===== config.mk =====
export PLATFORM = sky130hd
export DESIGN_NAME = result_normalizer_flat
export DESIGN_NICKNAME = d
export VERILOG_FILES = /design/src/rtl/result_normalizer_if.sv /design/src/rtl/result_normalizer.sv /design/src/flat_wrapper.sv
export SDC_FILE = /design/constraint.sdc
export NUM_CORES = 1
export LEC_CHECK = 0
export BUFFER_PORTS_ARGS = -buffer_cell sky130_fd_sc_hd__buf_2
export CAP_MARGIN = 15
export CORE_UTILIZATION = 46
export CTS_CLUSTER_DIAMETER = 200
export DETAILED_ROUTE_END_ITERATION = 6
export PLACE_DENSITY = 0.79
export SKIP_CTS_REPAIR_TIMING = 1
export SLEW_MARGIN = 30
export SYNTH_ARGS = -nofsm -noshare
export SYNTH_HDL_FRONTEND = slang
export SYNTH_SLANG_ARGS = --single-unit

===== constraint.sdc =====
create_clock -name clk -period 3.2 [get_ports clk]
set_input_delay 0.8 -clock clk [delete_from_list [all_inputs] [get_ports clk]]
set_output_delay 0.8 -clock clk [all_outputs]
set_load 0.005 [all_outputs]

===== src/rtl/result_normalizer_if.sv =====
// Handshake/data bundle between the upstream datapath, result_normalizer and
// the result_rounder path. slave = normalizer side, master = driver side.
interface result_normalizer_if #(
  parameter int EXPONENT_WIDTH = 8,
  parameter int MANTISSA_WIDTH = 23,
  parameter int ROUNDING_BITS  = 3
);
  localparam int W  = MANTISSA_WIDTH + ROUNDING_BITS + 2;
  localparam int EW = EXPONENT_WIDTH + 2;

  logic                      in_valid;
  logic                      in_ready;
  logic [EW-1:0]             in_exponent;
  logic [W-1:0]              in_mantissa;
  logic                      out_valid;
  logic                      out_ready;
  logic [EXPONENT_WIDTH-1:0] out_exponent;
  logic [MANTISSA_WIDTH-1:0] out_mantissa;
  logic [ROUNDING_BITS-1:0]  out_rounding_bits;
  logic                      overflow_flag;
  logic                      underflow_flag;

  modport slave (
    input  in_valid, in_exponent, in_mantissa, out_ready,
    output in_ready, out_valid, out_exponent, out_mantissa, out_rounding_bits,
           overflow_flag, underflow_flag
  );

  modport master (
    output in_valid, in_exponent, in_mantissa, out_ready,
    input  in_ready, out_valid, out_exponent, out_mantissa, out_rounding_bits,
           overflow_flag, underflow_flag
  );
endinterface


===== src/rtl/result_normalizer.sv =====
// result_normalizer: bit-serial normalizer feeding result_rounder.
// One shift per cycle until the hidden bit is in place (or the exponent
// limits are reached), then packs exponent/mantissa/guard-round-sticky.
// Optional feature macro: RESULT_NORMALIZER_SUBNORMAL_EN
//   defined   -> gradual underflow (right-shift up to e=1, subnormal pack)
//   undefined -> anything subnormal flushes to zero with underflow_flag
module result_normalizer #(
  parameter int EXPONENT_WIDTH = 8,
  parameter int MANTISSA_WIDTH = 23,
  parameter int ROUNDING_BITS  = 3
) (
  input  logic          clk,
  input  logic          rst,
  result_normalizer_if.slave bus
);
  localparam int W      = MANTISSA_WIDTH + ROUNDING_BITS + 2;
  localparam int EW     = EXPONENT_WIDTH + 2;
  localparam int EMAX_I = (1 << EXPONENT_WIDTH) - 1;

  // Exponent is carried one bit wider than the port so the +1 on a
  // right shift of a maximal input cannot wrap.
  localparam logic signed [EW:0] EMAX  = EMAX_I[EW:0];
  localparam logic signed [EW:0] E_ONE = {{EW{1'b0}}, 1'b1};

  typedef enum logic [1:0] {IDLE, NORM, DONE} state_t;

  state_t                    state, state_nxt;
  logic [W-1:0]              m, m_nxt;
  logic signed [EW:0]        e, e_nxt;
  logic                      load, pack, pack_zero;

  logic [EXPONENT_WIDTH-1:0] exp_q, pk_exp;
  logic [MANTISSA_WIDTH-1:0] mant_q, pk_mant;
  logic [ROUNDING_BITS-1:0]  rb_q, pk_rb;
  logic                      ovf_q, unf_q, pk_ovf, pk_unf;

  assign bus.in_ready          = (state == IDLE);
  assign bus.out_valid         = (state == DONE);
  assign bus.out_exponent      = exp_q;
  assign bus.out_mantissa      = mant_q;
  assign bus.out_rounding_bits = rb_q;
  assign bus.overflow_flag     = ovf_q;
  assign bus.underflow_flag    = unf_q;

  // Pack the current working value (only used when m is nonzero).
  always_comb begin
    pk_exp  = '0;
    pk_mant = '0;
    pk_rb   = '0;
    pk_ovf  = 1'b0;
    pk_unf  = 1'b0;
    if (e >= EMAX) begin
      pk_exp = '1;
      pk_ovf = 1'b1;
    end
`ifdef RESULT_NORMALIZER_SUBNORMAL_EN
    else if (m[W-2]) begin
      pk_exp  = e[EXPONENT_WIDTH-1:0];
      pk_mant = m[W-3:ROUNDING_BITS];
      pk_rb   = m[ROUNDING_BITS-1:0];
    end else begin
      // Denormal: biased exponent field is 0, fraction kept as-is.
      pk_mant = m[W-3:ROUNDING_BITS];
      pk_rb   = m[ROUNDING_BITS-1:0];
      pk_unf  = (|m[ROUNDING_BITS-1:0]) ||
                ((m[W-3:ROUNDING_BITS] == '0) && (m != '0));
    end
`else
    else if ((e < E_ONE) || !m[W-2]) begin
      pk_unf = 1'b1;
    end else begin
      pk_exp  = e[EXPONENT_WIDTH-1:0];
      pk_mant = m[W-3:ROUNDING_BITS];
      pk_rb   = m[ROUNDING_BITS-1:0];
    end
`endif
  end

  // Next state and one normalization action per NORM cycle.
  always_comb begin
    state_nxt = state;
    m_nxt     = m;
    e_nxt     = e;
    load      = 1'b0;
    pack      = 1'b0;
    pack_zero = 1'b0;
    case (state)
      IDLE: begin
        if (bus.in_valid) begin
          m_nxt     = bus.in_mantissa;
          e_nxt     = {bus.in_exponent[EW-1], bus.in_exponent};
          load      = 1'b1;
          state_nxt = NORM;
        end
      end
      NORM: begin
        if (m == '0) begin
          pack_zero = 1'b1;
          state_nxt = DONE;
        end else if (m[W-1]) begin
          // Right shift; shifted-out bit is folded into sticky.
          m_nxt = {1'b0, m[W-1:2], m[1] | m[0]};
          e_nxt = e + E_ONE;
        end
`ifdef RESULT_NORMALIZER_SUBNORMAL_EN
        else if (e < E_ONE) begin
          m_nxt = {1'b0, m[W-1:2], m[1] | m[0]};
          e_nxt = e + E_ONE;
        end
`endif
        else if (!m[W-2] && (e > E_ONE)) begin
          m_nxt = {m[W-2:0], 1'b0};
          e_nxt = e - E_ONE;
        end else begin
          pack      = 1'b1;
          state_nxt = DONE;
        end
      end
      DONE: begin
        if (bus.out_ready) state_nxt = IDLE;
      end
      default: state_nxt = IDLE;
    endcase
  end

  // State, working registers and output holding registers.
  always_ff @(posedge clk) begin
    if (rst) begin
      state  <= IDLE;
      m      <= '0;
      e      <= '0;
      exp_q  <= '0;
      mant_q <= '0;
      rb_q   <= '0;
      ovf_q  <= 1'b0;
      unf_q  <= 1'b0;
    end else begin
      state <= state_nxt;
      m     <= m_nxt;
      e     <= e_nxt;
      if (load || pack_zero) begin
        exp_q  <= '0;
        mant_q <= '0;
        rb_q   <= '0;
        ovf_q  <= 1'b0;
        unf_q  <= 1'b0;
      end else if (pack) begin
        exp_q  <= pk_exp;
        mant_q <= pk_mant;
        rb_q   <= pk_rb;
        ovf_q  <= pk_ovf;
        unf_q  <= pk_unf;
      end
    end
  end
endmodule


===== src/flat_wrapper.sv =====
// flat-port wrapper written by rule: the top's interface ports become plain ports
module result_normalizer_flat 
#(
  parameter int EXPONENT_WIDTH = 8,
  parameter int MANTISSA_WIDTH = 23,
  parameter int ROUNDING_BITS  = 3
)
  (clk, rst, bus_in_valid, bus_in_exponent, bus_in_mantissa, bus_out_ready, bus_in_ready, bus_out_valid, bus_out_exponent, bus_out_mantissa, bus_out_rounding_bits, bus_overflow_flag, bus_underflow_flag);
  result_normalizer_if #(.EXPONENT_WIDTH(EXPONENT_WIDTH), .MANTISSA_WIDTH(MANTISSA_WIDTH), .ROUNDING_BITS(ROUNDING_BITS)) bus_i ();
  input  logic clk;
  input  logic rst;
  input wire logic [$bits(bus_i.in_valid)-1:0] bus_in_valid;
  input wire logic [$bits(bus_i.in_exponent)-1:0] bus_in_exponent;
  input wire logic [$bits(bus_i.in_mantissa)-1:0] bus_in_mantissa;
  input wire logic [$bits(bus_i.out_ready)-1:0] bus_out_ready;
  output wire logic [$bits(bus_i.in_ready)-1:0] bus_in_ready;
  output wire logic [$bits(bus_i.out_valid)-1:0] bus_out_valid;
  output wire logic [$bits(bus_i.out_exponent)-1:0] bus_out_exponent;
  output wire logic [$bits(bus_i.out_mantissa)-1:0] bus_out_mantissa;
  output wire logic [$bits(bus_i.out_rounding_bits)-1:0] bus_out_rounding_bits;
  output wire logic [$bits(bus_i.overflow_flag)-1:0] bus_overflow_flag;
  output wire logic [$bits(bus_i.underflow_flag)-1:0] bus_underflow_flag;
  assign bus_i.in_valid = bus_in_valid;
  assign bus_i.in_exponent = bus_in_exponent;
  assign bus_i.in_mantissa = bus_in_mantissa;
  assign bus_i.out_ready = bus_out_ready;
  assign bus_in_ready = bus_i.in_ready;
  assign bus_out_valid = bus_i.out_valid;
  assign bus_out_exponent = bus_i.out_exponent;
  assign bus_out_mantissa = bus_i.out_mantissa;
  assign bus_out_rounding_bits = bus_i.out_rounding_bits;
  assign bus_overflow_flag = bus_i.overflow_flag;
  assign bus_underflow_flag = bus_i.underflow_flag;
  result_normalizer #(.EXPONENT_WIDTH(EXPONENT_WIDTH), .MANTISSA_WIDTH(MANTISSA_WIDTH), .ROUNDING_BITS(ROUNDING_BITS)) u_core (.clk(clk), .rst(rst), .bus(bus_i));
endmodule

Yosys cells after proc, flatten, opt, wreduce, memory -nomap -nowiden. Cells that the tools add are included. Widths: inputs -> output; s select.

Latch bits: 0. Bits in writable memories: 0. Flip-flop bits (word level): 77. Output and inout port bits: 38. Memories: 0. ROM bits: 0. Word-level logic and storage cells: 67. Input bits: 42.

Bitwise logic cells: 1. Magnitude comparators: 3. Mux-type cells: 33. Equality and inequality tests: 8. Add/sub/neg operators: 2. Divide/modulo/power cells: 0. Reductions and logical operators: 11. Shift operators: 0. Multipliers: 0.

Operators by type and width (number): $mux 28 (4); $pmux 28 s2 (1); $mux 23 (2); $mux 11 (4); $logic_not 28->1 (1); $pmux 11 s2 (1); $mux 8 (2); $add 11x2->11 const B (1); $ge 11x9->1 const B (1); $gt 11x2->1 const B (1); $lt 11x2->1 const B (1); $mux 1 (11); $sub 11x2->11 const B (1); $mux 2 (5); $reduce_and 4->1 (2); $mux 3 (2); $ne 2x2->1 const B (3); $pmux 2 s3 (1); $ne 3x1->1 const B (1); $ne 3x2->1 const B (1); $ne 3x3->1 const B (1); $reduce_and 3->1 (1); $eq 2x1->1 const B (1); $eq 2x2->1 const B (1); other kinds (7) (8).

Logic depth before layout (Yosys ltp). Gate-level depths: netlist of the first run.

Depth after elaboration: 6. Mapped depth: 9. Depth with buffers taken out: 8.

Least setup slack after synthesis of the first run. No wires, ideal clock.

Kind: input -> register. From: in bus_in_valid. To: reg u_core.m[17]. Required time: 3.130 ns. Path buffers: 1. Path slack: 1.114 ns. Arrival time: 2.015 ns. Cell stages on the path: 6. Library setup time: 0.070 ns. Cell sequence: nand2_1 -> a22o_1 -> a221oi_1 -> clkbuf_1 -> o211ai_1 -> a21oi_1.

Longest elaborated chain between the ends: 2.

RTL lines: start, declared (line flat_wrapper.sv:12) `input wire logic [$bits(bus_i.in_valid)-1:0] bus_in_valid;`; $ne 2x2->1 (no line); $reduce_and 4->1 (no line); end signal, assigned (line result_normalizer.sv:139) `m <= m_nxt;`; end, declared (line result_normalizer.sv:28) `logic [W-1:0] m, m_nxt;`.

Every way passes these cells. A chain may end at the register's enable or synchronous reset.

Worst setup path after layout of the first run.
From: reg u_core.e[4]. To: reg u_core.mant_q[3], in the netlist u_core.bus.out_mantissa[3].

Longest elaborated chain between the ends: 6. Elaborated cells on any way between the ends: 11. Those cells by class: order compare (3); mux (6); reduce/logical (2).

RTL lines: start, declared (line result_normalizer.sv:29) `logic signed [EW:0] e, e_nxt;`; start signal, assigned (line result_normalizer.sv:140) `e <= e_nxt;`; $gt 11x2->1 (line result_normalizer.sv:111) `else if (!m[W-2] && (e > E_ONE)) begin`; $logic_and 1x1->1 (line result_normalizer.sv:111); $mux 1 (line result_normalizer.sv:111); $mux 1 (line result_normalizer.sv:100) `end else if (m[W-1]) begin`; $mux 1 (line result_normalizer.sv:97) `if (m == '0) begin`; $mux 1 (line result_normalizer.sv:87) `case (state)`; end signal, assigned (line result_normalizer.sv:149) `mant_q <= pk_mant;`; end, declared (line result_normalizer.sv:33) `logic [MANTISSA_WIDTH-1:0] mant_q, pk_mant;`.

Several ways; a longest one is shown, not always the timed one.

==> results of run 1 <==
-- how the worst max path moves through the flow --
stage | from | endpoint | slack [ns]
after floorplan | bus_in_valid | u_core.m[17]$_SDFFE_PP0P_ | 1.11
after global routing | u_core.e[4]$_SDFFE_PP0P_ | u_core.bus.out_mantissa[3]$_SDFFE_PP0P_ | 0.31
after detailed placement | u_core.e[4]$_SDFFE_PP0P_ | u_core.bus.out_rounding_bits[1]$_SDFFE_PP0P_ | 0.53
after global placement | bus_in_valid | u_core.bus.out_mantissa[18]$_SDFFE_PP0P_ | 0.54
after CTS | u_core.e[4]$_SDFFE_PP0P_ | u_core.bus.out_mantissa[3]$_SDFFE_PP0P_ | 0.53
final | u_core.e[4]$_SDFFE_PP0P_ | u_core.bus.out_mantissa[3]$_SDFFE_PP0P_ | 0.54
-- Yosys cell counts, types with 4 or more instances --
| cell type | n | share of area, % |
|---|---|---|
| a211oi_1 | 11 | 2.2 |
| a21oi_1 | 75 | 9.9 |
| a22o_1 | 28 | 6.5 |
| and2_1 | 4 | 0.66 |
| buf_2 | 10 | 1.3 |
| clkbuf_1 | 31 | 3.1 |
| dfxtp_1 | 77 | 41 |
| nand2_1 | 64 | 6.3 |
| nand2b_1 | 7 | 1.2 |
| nor2_1 | 29 | 2.9 |
| nor3_1 | 4 | 0.53 |
| nor4_1 | 7 | 1.2 |
| o211ai_1 | 27 | 5.3 |
| o21ai_0 | 28 | 3.7 |
| o32ai_1 | 4 | 0.92 |
-- registers in the layout (all words and copies together), names as in the netlist --
signal	count
u_core.e	11
u_core.bus.overflow_flag	1
u_core.bus.out_exponent	8
u_core.m	28
u_core.state	2
u_core.bus.underflow_flag	1
u_core.bus.out_mantissa	23
u_core.bus.out_rounding_bits	3
-- per-stage QoR --
stage	setup slack [ns]	instance area [um^2]	util, %	cells
finish	0.539	4490	57.2	639
global route	0.307	4490	57.2	639
CTS	0.534	4490	57.2	639
detailed placement	0.533	4270	54.4	623
global placement	0.537	4260	54.3	623
floorplan	1.11	3790	-	472
-- critical path: stages (launching register included) --
cell     delay [ns]
dfxtp_1        0.43
nor4_4         0.45
and3_1         0.31
o21ai_1        0.16
nor3_2         0.74
buf_4          0.35
a22o_1         0.15
-- final cells by class --
cell class / count / area (um^2) / area share [%]
Multi-Input combinational cell: 349 / 2090 / 46.6
Sequential cell: 77 / 1540 / 34.4
Inverter: 3 / 11.3 / 0.251
Clock inverter: 6 / 93.8 / 2.09
Clock buffer: 10 / 128 / 2.84
Timing Repair Buffer: 92 / 493 / 11.0
Tap cell: 102 / 128 / 2.84
-- power groups by stage --
stage                     Combinational [mW]  Sequential [mW]  Clock, mW
after floorplan                         1.99             1.50          0
after global placement                  2.47             1.63          0
after detailed placement                2.53             1.65          0
after CTS                               2.55             1.63      0.847
after global routing                    2.88             1.69      0.887
final                                   2.56             1.64      0.834
-- per-layer routing --
layer,share of wire [%],track usage [%],up-vias
met4,1.1,7.56,0
li1,-,-,1864
met5,0,0,-
met1,45,32.3,1741
met3,6.5,5.01,11
met2,47,38.8,145
-- cell families (layout without fill, tap and decap cells) --
| logic type | count (synthesis) | count (layout) | synth area share (%) |
|---|---|---|---|
| buffers and inverters | 46 | 111 | 4.98 |
| multiplexers | 3 | 3 | 0.792 |
| AND/OR/NAND/NOR | 140 | 140 | 17.9 |
| XOR/XNOR | 2 | 2 | 0.462 |
| AO/OA/AOI/OAI | 201 | 201 | 34.2 |
| flip-flops | 77 | 77 | 40.6 |
| adder cells (fa/ha/maj) | 3 | 3 | 0.990 |
==> flow_summary_export.csv, run 1 <==
group,metric,value,unit
global_route,grt_pass1_vias,3397,
global_route,grt_usage,24.2,%
synth,async_flop_share,0,%
timing,report.final.setup_viol,0,
synth,syn_inst,472,
finish,fillers,726,
setup_path,cp.arrival,2.96,ns
run_status,status,"finished clean",
worst_hold_path,whs_path_depth,1,
synth,syn_nets,517,
timing,worst_slew_pin_slew,0.858,ns
worst_hold_path,hold_end,"u_core.bus.out_mantissa[19]$_SDFFE_PP0P_",
detailed_routing,vias,3761,
synth,synth_edf_count,0,
clock_network,clock_sinks,77,
place,port-buffer-count,79,
floorplan,initial_core_util,48.3,%
power,comb_power_share,50.8,%
finish,drive_above_1_share,22.3,%
finish,layout.nets,577,
synth,ys.flop_type,"dfxtp_1",
clock_network,insertion_delay,0.36,ns
detailed_routing,ant_nets,0,
setup_path,r2r_cells,6,
finish,layout_commonest_cell,"buf_2",
clock_network,clock_path_buffers,2,
global_route,antenna_found_initial,0,
global_route,grt_pass1_wl,16600,um
timing,max_freq,376,MHz
timing,fin_crit_sh,83.1,%
floorplan,chipWidth,92.8,um
job,drv_cap,0,
setup_path,r2r-start,"u_core.e[4]$_SDFFE_PP0P_",
setup_path,critPathLaunchType,"flip-flop",
setup_path,reg2reg_to,"u_core.bus.out_mantissa[3]$_SDFFE_PP0P_",
timing,min_period,2.66,ns
setup_path,critPathMaxFanout,14,
worst_hold_path,min_from,"u_core.bus.out_mantissa[19]$_SDFFE_PP0P_",
synth,netlist_area,3790,um^2
timing,hold_viol_final,0,
synth,ys_types,55,
timing,whs,0.476,ns
place,dp_hpwl,6680,um
floorplan,core,7850,um^2
finish,syn_to_final_growth,18.4,%
clock_network,htree_levels,3,
timing,clock_skew,0.0129,ns
setup_path,worstSetupPathType,"reg2reg",
floorplan,die_area,8610,um^2
synth,ys_warn_count,0,
global_route,gr-total-overflow,0,
timing,tns,0,ns
synth,yosysSeqAreaShare,40.6,%
synth,synth_seq_cells,77,
power,ir_drop,0.562,mV
floorplan,die_h,92.8,um
power,p_clk_share,16.6,%
floorplan,rows,32,
timing,rsz0062_at_grt,"false",
detailed_routing,wire_per_inst,15.6,um
worst_hold_path,hold_path_class,"reg2reg",
finish,antennaDiodeCount,0,
clock_network,cts_buffers,9,
floorplan,num_io_pins,80,
power,leakagePower,1.77,nW
finish,mostFrequentLayoutCells,"79 x buf_2, 76 x dfxtp_1, 75 x a21oi_1",
global_route,grt_max_degree,65,
power,p_per_area,1120,nW/um^2
power,pwr-share-seq,32.6,%
timing,maxSlewViolCount,0,
detailed_routing,drt_iter0_drc,241,
clock_network,cts_root_buffer,"clkbuf_8",
detailed_routing,dr.pass1.iters,5,
place,gp_congestion,0.892,
power,total_power,5.04,mW
setup_path,required,3.50,ns
setup_path,cp-end-kind,"flip-flop",
detailed_routing,vias_per_cell,5.89,
power,p_switching,2.40,mW
detailed_routing,drt-total-wl,9990,um
power,switching_share,47.7,%
clock_network,clk_pin_slew_worst_paths,0.08,ns
clock_network,cts_tree,"yes",
setup_path,reg2reg_slack,0.54,ns
detailed_routing,drc_errors,0,
timing,max_slew_margin,42.5,%
power,power.internal,2.64,mW
synth,synth.avg_cell_area,8.03,um^2
(Power assumes the default switching activity.)
==> inputs of run 2 (changes only) <==
--- a/config.mk
+++ b/config.mk
@@ -10,7 +10,7 @@
 export CORE_UTILIZATION = 46
 export CTS_CLUSTER_DIAMETER = 200
 export DETAILED_ROUTE_END_ITERATION = 6
-export PLACE_DENSITY = 0.79
+export PLACE_DENSITY = 0.82
 export SKIP_CTS_REPAIR_TIMING = 1
 export SLEW_MARGIN = 30
 export SYNTH_ARGS = -nofsm -noshare
==> constraint.sdc (replaced) <==
create_clock -name clk -period 2.28 [get_ports clk]
set_input_delay 0.57 -clock clk [delete_from_list [all_inputs] [get_ports clk]]
set_output_delay 0.57 -clock clk [all_outputs]
set_load 0.005 [all_outputs]
==> flow_summary_export.csv, run 2 (same netlist as run 1, synthesis figures left out) <==
group,metric,value,unit
run_status,status,"finished clean",
floorplan,num_io_pins,80,
timing,maxSlewViolCount,0,
power,leakagePower,2.05,nW
detailed_routing,drc_errors,0,
global_route,grt_usage,25.8,%
power,ir_drop,0.631,mV
timing,worst_slew_pin_slew,0.520,ns
finish,mostFrequentLayoutCells,"79 x buf_2, 74 x dfxtp_1, 71 x a21oi_1",
setup_path,critPathLaunchType,"flip-flop",
timing,hold_viol_final,0,
setup_path,cp.arrival,2.49,ns
floorplan,die_area,8610,um^2
finish,largest_register,"u_core.m",
finish,largest_reg_flops,28,
floorplan,chipWidth,92.8,um
clock_network,htree_levels,3,
timing,fin_ws,0.0119,ns
timing,min_period,2.27,ns
global_route,gr-total-overflow,0,
finish,multi_input_area,2170,um^2
detailed_routing,vias_per_cell,6.12,
clock_network,clk_pin_slew_worst_paths,0.08,ns
timing,max_slew_margin,65.3,%
finish,fillers,651,
clock_network,cts_tree,"yes",
clock_network,cts_root_buffer,"clkbuf_8",
place,port-buffer-count,79,
place,dp_hpwl,7250,um
floorplan,core,7850,um^2
global_route,grt_pass1_wl,17800,um
floorplan,initial_core_util,48.3,%
global_route,grt_pass1_vias,3732,
clock_network,cts_buffers,9,
clock_network,clock_sinks,77,
finish,syn_to_final_growth,30.4,%
setup_path,required,2.50,ns
setup_path,worstSetupPathType,"reg2reg",
finish,layout.nets,620,
finish,antennaDiodeCount,0,
floorplan,rows,32,
global_route,antenna_found_initial,0,
clock_network,insertion_delay,0.36,ns
clock_network,clock_path_buffers,2,
detailed_routing,vias,4176,
timing,clock_skew,0.0100,ns
setup_path,cp-end-kind,"flip-flop",
worst_hold_path,hold_path_class,"in2reg",
timing,report.final.setup_viol,0,
finish,layout_commonest_cell,"buf_2",
global_route,grt_max_degree,52,
job,drv_cap,0,
detailed_routing,dr.pass1.iters,6,
power,p_per_area,1670,nW/um^2
detailed_routing,ant_nets,0,
timing,max_freq,441,MHz
finish,seq_area,1550,um^2
timing,whs,0.465,ns
setup_path,critPathMaxFanout,5,
detailed_routing,drt-total-wl,11600,um
detailed_routing,wire_per_inst,16.9,um
timing,fin_crit_sh,99.5,%
place,gp_congestion,0.853,
finish,drive_above_1_share,30.5,%
place,pre_cts_ws,-0.0929,ns
detailed_routing,drt_iter0_drc,411,
floorplan,die_h,92.8,um
timing,rsz0062_at_grt,"true",
run 2: layout make-up:
class | count | area share, %
sequential | 77 | 31.2
multi-input combinational | 349 | 43.9
clock inverter | 6 | 0.911
tap | 102 | 2.58
timing repair buffer | 135 | 18.4
inverter | 3 | 0.228
clock buffer | 10 | 2.78
run 2: stage by stage:
step | cells | power, mW | area, um^2 | utilization, % | setup TNS, ns
5_1_grt | 682 | 8.83 | 4950 | 63.0 | -0.296
6_report | 682 | 8.28 | 4950 | 63.0 | 0
2_1_floorplan | 472 | 4.91 | 3790 | - | 0
3_5_place_dp | 654 | 6.50 | 4530 | 57.7 | -0.118
4_1_cts | 670 | 7.48 | 4710 | 60.0 | -0.191
3_3_place_gp | 654 | 6.32 | 4520 | 57.6 | -0.908
run 2: worst paths after layout:
kind	cells past startpoint	start	endpoint	slack, ns
worst min register to register	1	u_core.bus.out_mantissa[14]$_SDFFE_PP0P_	u_core.bus.out_mantissa[14]$_SDFFE_PP0P_	0.48
worst max-delay path	10	u_core.e[0]$_SDFFE_PP0P_	u_core.e[5]$_SDFFE_PP0P_	0.01
worst max register to register	10	u_core.e[0]$_SDFFE_PP0P_	u_core.e[5]$_SDFFE_PP0P_	0.01
worst min-delay path	3	bus_in_mantissa[27]	u_core.m[27]$_SDFFE_PP0P_	0.47
run 2: worst max-delay path, stage by stage, from the launching register on:
cell and delay (ns):
dfxtp_2 0.33, buf_4 0.16, ha_1 0.19, o21bai_4 0.17, and3_4 0.16, buf_4 0.14, a221o_2 0.44, buf_4 0.17
clkbuf_16 0.15, o21ai_1 0.14, a21oi_1 0.09
run 2: power breakdown:
part | internal, mW | switching (mW) | total, mW
combinational | 2.23 | 2.81 | 5.04
sequential | 1.75 | 0.514 | 2.27
clock | 0.433 | 0.543 | 0.976
total | 4.42 | 3.86 | 8.28
run 2: metal layers:
metal	routed length, um	track usage, %	vias up	part of all wire (%)
met5	0	0	-	0
met4	348	11.4	0	3.0
met3	935	4.60	34	8.1
met2	5490	42.2	224	47
met1	4780	33.1	1963	41
li1	-	-	1955	-
==> inputs of run 3 (changes only) <==
--- a/config.mk
+++ b/config.mk
@@ -7,12 +7,13 @@
 export LEC_CHECK = 0
 export BUFFER_PORTS_ARGS = -buffer_cell sky130_fd_sc_hd__buf_2
 export CAP_MARGIN = 15
-export CORE_UTILIZATION = 46
+export CORE_UTILIZATION = 49
 export CTS_CLUSTER_DIAMETER = 200
 export DETAILED_ROUTE_END_ITERATION = 6
-export PLACE_DENSITY = 0.82
+export PLACE_DENSITY = 0.86
 export SKIP_CTS_REPAIR_TIMING = 1
 export SLEW_MARGIN = 30
 export SYNTH_ARGS = -nofsm -noshare
 export SYNTH_HDL_FRONTEND = slang
 export SYNTH_SLANG_ARGS = --single-unit
+export TNS_END_PERCENT = 30
==> flow_summary_export.csv, run 3 (same netlist as run 1, synthesis figures left out) <==
group,metric,value,unit
floorplan,rows,31,
setup_path,worstSetupPathType,"reg2reg",
clock_network,cts_buffers,9,
detailed_routing,dr.pass1.iters,5,
detailed_routing,drc_errors,0,
setup_path,r2r-start,"u_core.e[1]$_SDFFE_PP0P_",
clock_network,cts_root_buffer,"clkbuf_8",
clock_network,insertion_delay,0.37,ns
power,leakagePower,1.88,nW
finish,antennaDiodeCount,0,
finish,seq_area,1540,um^2
finish,multi_input_area,2090,um^2
setup_path,critPathLaunchType,"flip-flop",
clock_network,clk_pin_slew_worst_paths,0.09,ns
clock_network,cts_tree,"yes",
timing,tns,0,ns
setup_path,r2r_cells,9,
timing,max_slew_margin,54.9,%
floorplan,die_area,8100,um^2
global_route,grt_pass1_vias,3671,
finish,instances_no_fill,655,
detailed_routing,drt_iter0_drc,360,
place,gp_congestion,0.909,
finish,mostFrequentLayoutCells,"79 x buf_2, 76 x dfxtp_1, 75 x a21oi_1",
job,drv_cap,0,
timing,min_period,2.16,ns
finish,largest_register,"u_core.m",
run_status,status,"finished clean",
detailed_routing,vias_per_cell,6.16,
detailed_routing,drt-total-wl,10800,um
timing,maxSlewViolCount,0,
place,dp_hpwl,7130,um
worst_hold_path,hold_path_class,"in2reg",
setup_path,cp_slowest_stage_delay,0.38,ns
timing,clock_skew,0.00987,ns
timing,worst_slew_pin_slew,0.674,ns
finish,final_core_util,63.1,%
floorplan,die_h,90.0,um
timing,fin_crit_sh,94.5,%
finish,fillers,627,
setup_path,path_cells,"inv_1, ha_1, o21bai_1, and3_1, buf_4, a221o_1, buf_12, or3_1, o31ai_2",
worst_hold_path,whs_path_depth,3,
clock_network,clock_sinks,77,
floorplan,initial_core_util,51.5,%
floorplan,core,7370,um^2
finish,syn_to_final_growth,22.7,%
global_route,grt_usage,26.6,%
detailed_routing,ant_nets,0,
global_route,antenna_found_initial,0,
global_route,gr-total-overflow,0,
worst_hold_path,hold_end,"u_core.state[1]$_SDFFE_PP0P_",
timing,rsz0062_at_grt,"false",
clock_network,clock_path_buffers,2,
place,dp_cells,637,
setup_path,reg2reg_to,"u_core.e[8]$_SDFFE_PP0P_",
global_route,grt_pass1_wl,17600,um
setup_path,cp.arrival,2.44,ns
setup_path,critPathMaxFanout,44,
worst_hold_path,min_from,"bus_out_ready",
setup_path,reg2reg_slack,0.12,ns
finish,layout.nets,596,
detailed_routing,wire_per_inst,16.5,um
global_route,grt_max_degree,52,
floorplan,num_io_pins,80,
finish,layout_commonest_cell,"buf_2",
setup_path,cp-end-kind,"flip-flop",
timing,report.final.setup_viol,0,
detailed_routing,vias,4035,
power,p_per_area,1630,nW/um^2
power,ir_drop,0.822,mV
timing,max_freq,464,MHz
power,total_power,7.59,mW
setup_path,crit_family,"compound AO/OA/AOI/OAI gates",
setup_path,required,2.57,ns
clock_network,htree_levels,3,
setup_path,path_buf_inv,3,
finish,largest_reg_flops,28,
timing,hold_viol_final,0,
finish,drive_above_1_share,25.4,%
floorplan,chipWidth,90.0,um
place,port-buffer-count,79,
setup_path,cp_slowest_cell,"or3_1",
[run 3: routing by layer]
layer  GRT usage (%)  share of wire, %  wire [um]
met1            34.2                41       4440
met2            44.3                49       5230
met3            4.06               7.6        823
met4            12.0               2.7        289
met5               0                 0          0
[run 3: worst min-delay path, delay by kind of cell]
kind | cells | cell delay, ns
AOI/OAI and AO/OA | 1 | 0.05
and+or+nand+nor | 1 | 0.09
buffers and inverters | 1 | 0.07
[run 3: through the flow]
stage | hold slack, ns | setup slack (ns) | instance area (um^2)
floorplan | 0.469 | 0.233 | 3790
global placement | 0.456 | 0.151 | 4410
detailed placement | 0.461 | 0.0570 | 4410
CTS | 0.462 | 0.0203 | 4620
global route | 0.489 | 0.0284 | 4650
finish | 0.465 | 0.125 | 4650
[run 3: cell type report]
| class | instances | share of cell area, % |
|---|---|---|
| tap | 99 | 2.66 |
| clock buffer | 9 | 2.66 |
| timing repair buffer | 111 | 14.5 |
| clock inverter | 7 | 1.80 |
| sequential | 77 | 33.2 |
| multi-input combinational | 349 | 45.0 |
| inverter | 3 | 0.242 |
[run 3: how the worst max path moves through the flow]
stage	startpoint	end	slack, ns	cells past startpoint
2_1_floorplan	u_core.e[1]$_SDFFE_PP0P_	u_core.m[17]$_SDFFE_PP0P_	0.23	8
3_3_place_gp	u_core.m[21]$_SDFFE_PP0P_	u_core.bus.out_mantissa[11]$_SDFFE_PP0P_	0.15	7
3_5_place_dp	u_core.e[0]$_SDFFE_PP0P_	u_core.e[8]$_SDFFE_PP0P_	0.06	9
4_1_cts	u_core.e[0]$_SDFFE_PP0P_	u_core.e[8]$_SDFFE_PP0P_	0.02	9
5_1_grt	u_core.e[1]$_SDFFE_PP0P_	u_core.e[8]$_SDFFE_PP0P_	0.03	9
6_report	u_core.e[1]$_SDFFE_PP0P_	u_core.e[8]$_SDFFE_PP0P_	0.12	9
[run 3: where the power goes]
group | internal (mW) | leakage, nW | switching (mW)
Combinational | 1.65 | 1.15 | 2.62
Sequential | 1.76 | 0.628 | 0.466
Clock | 0.522 | 0.102 | 0.569
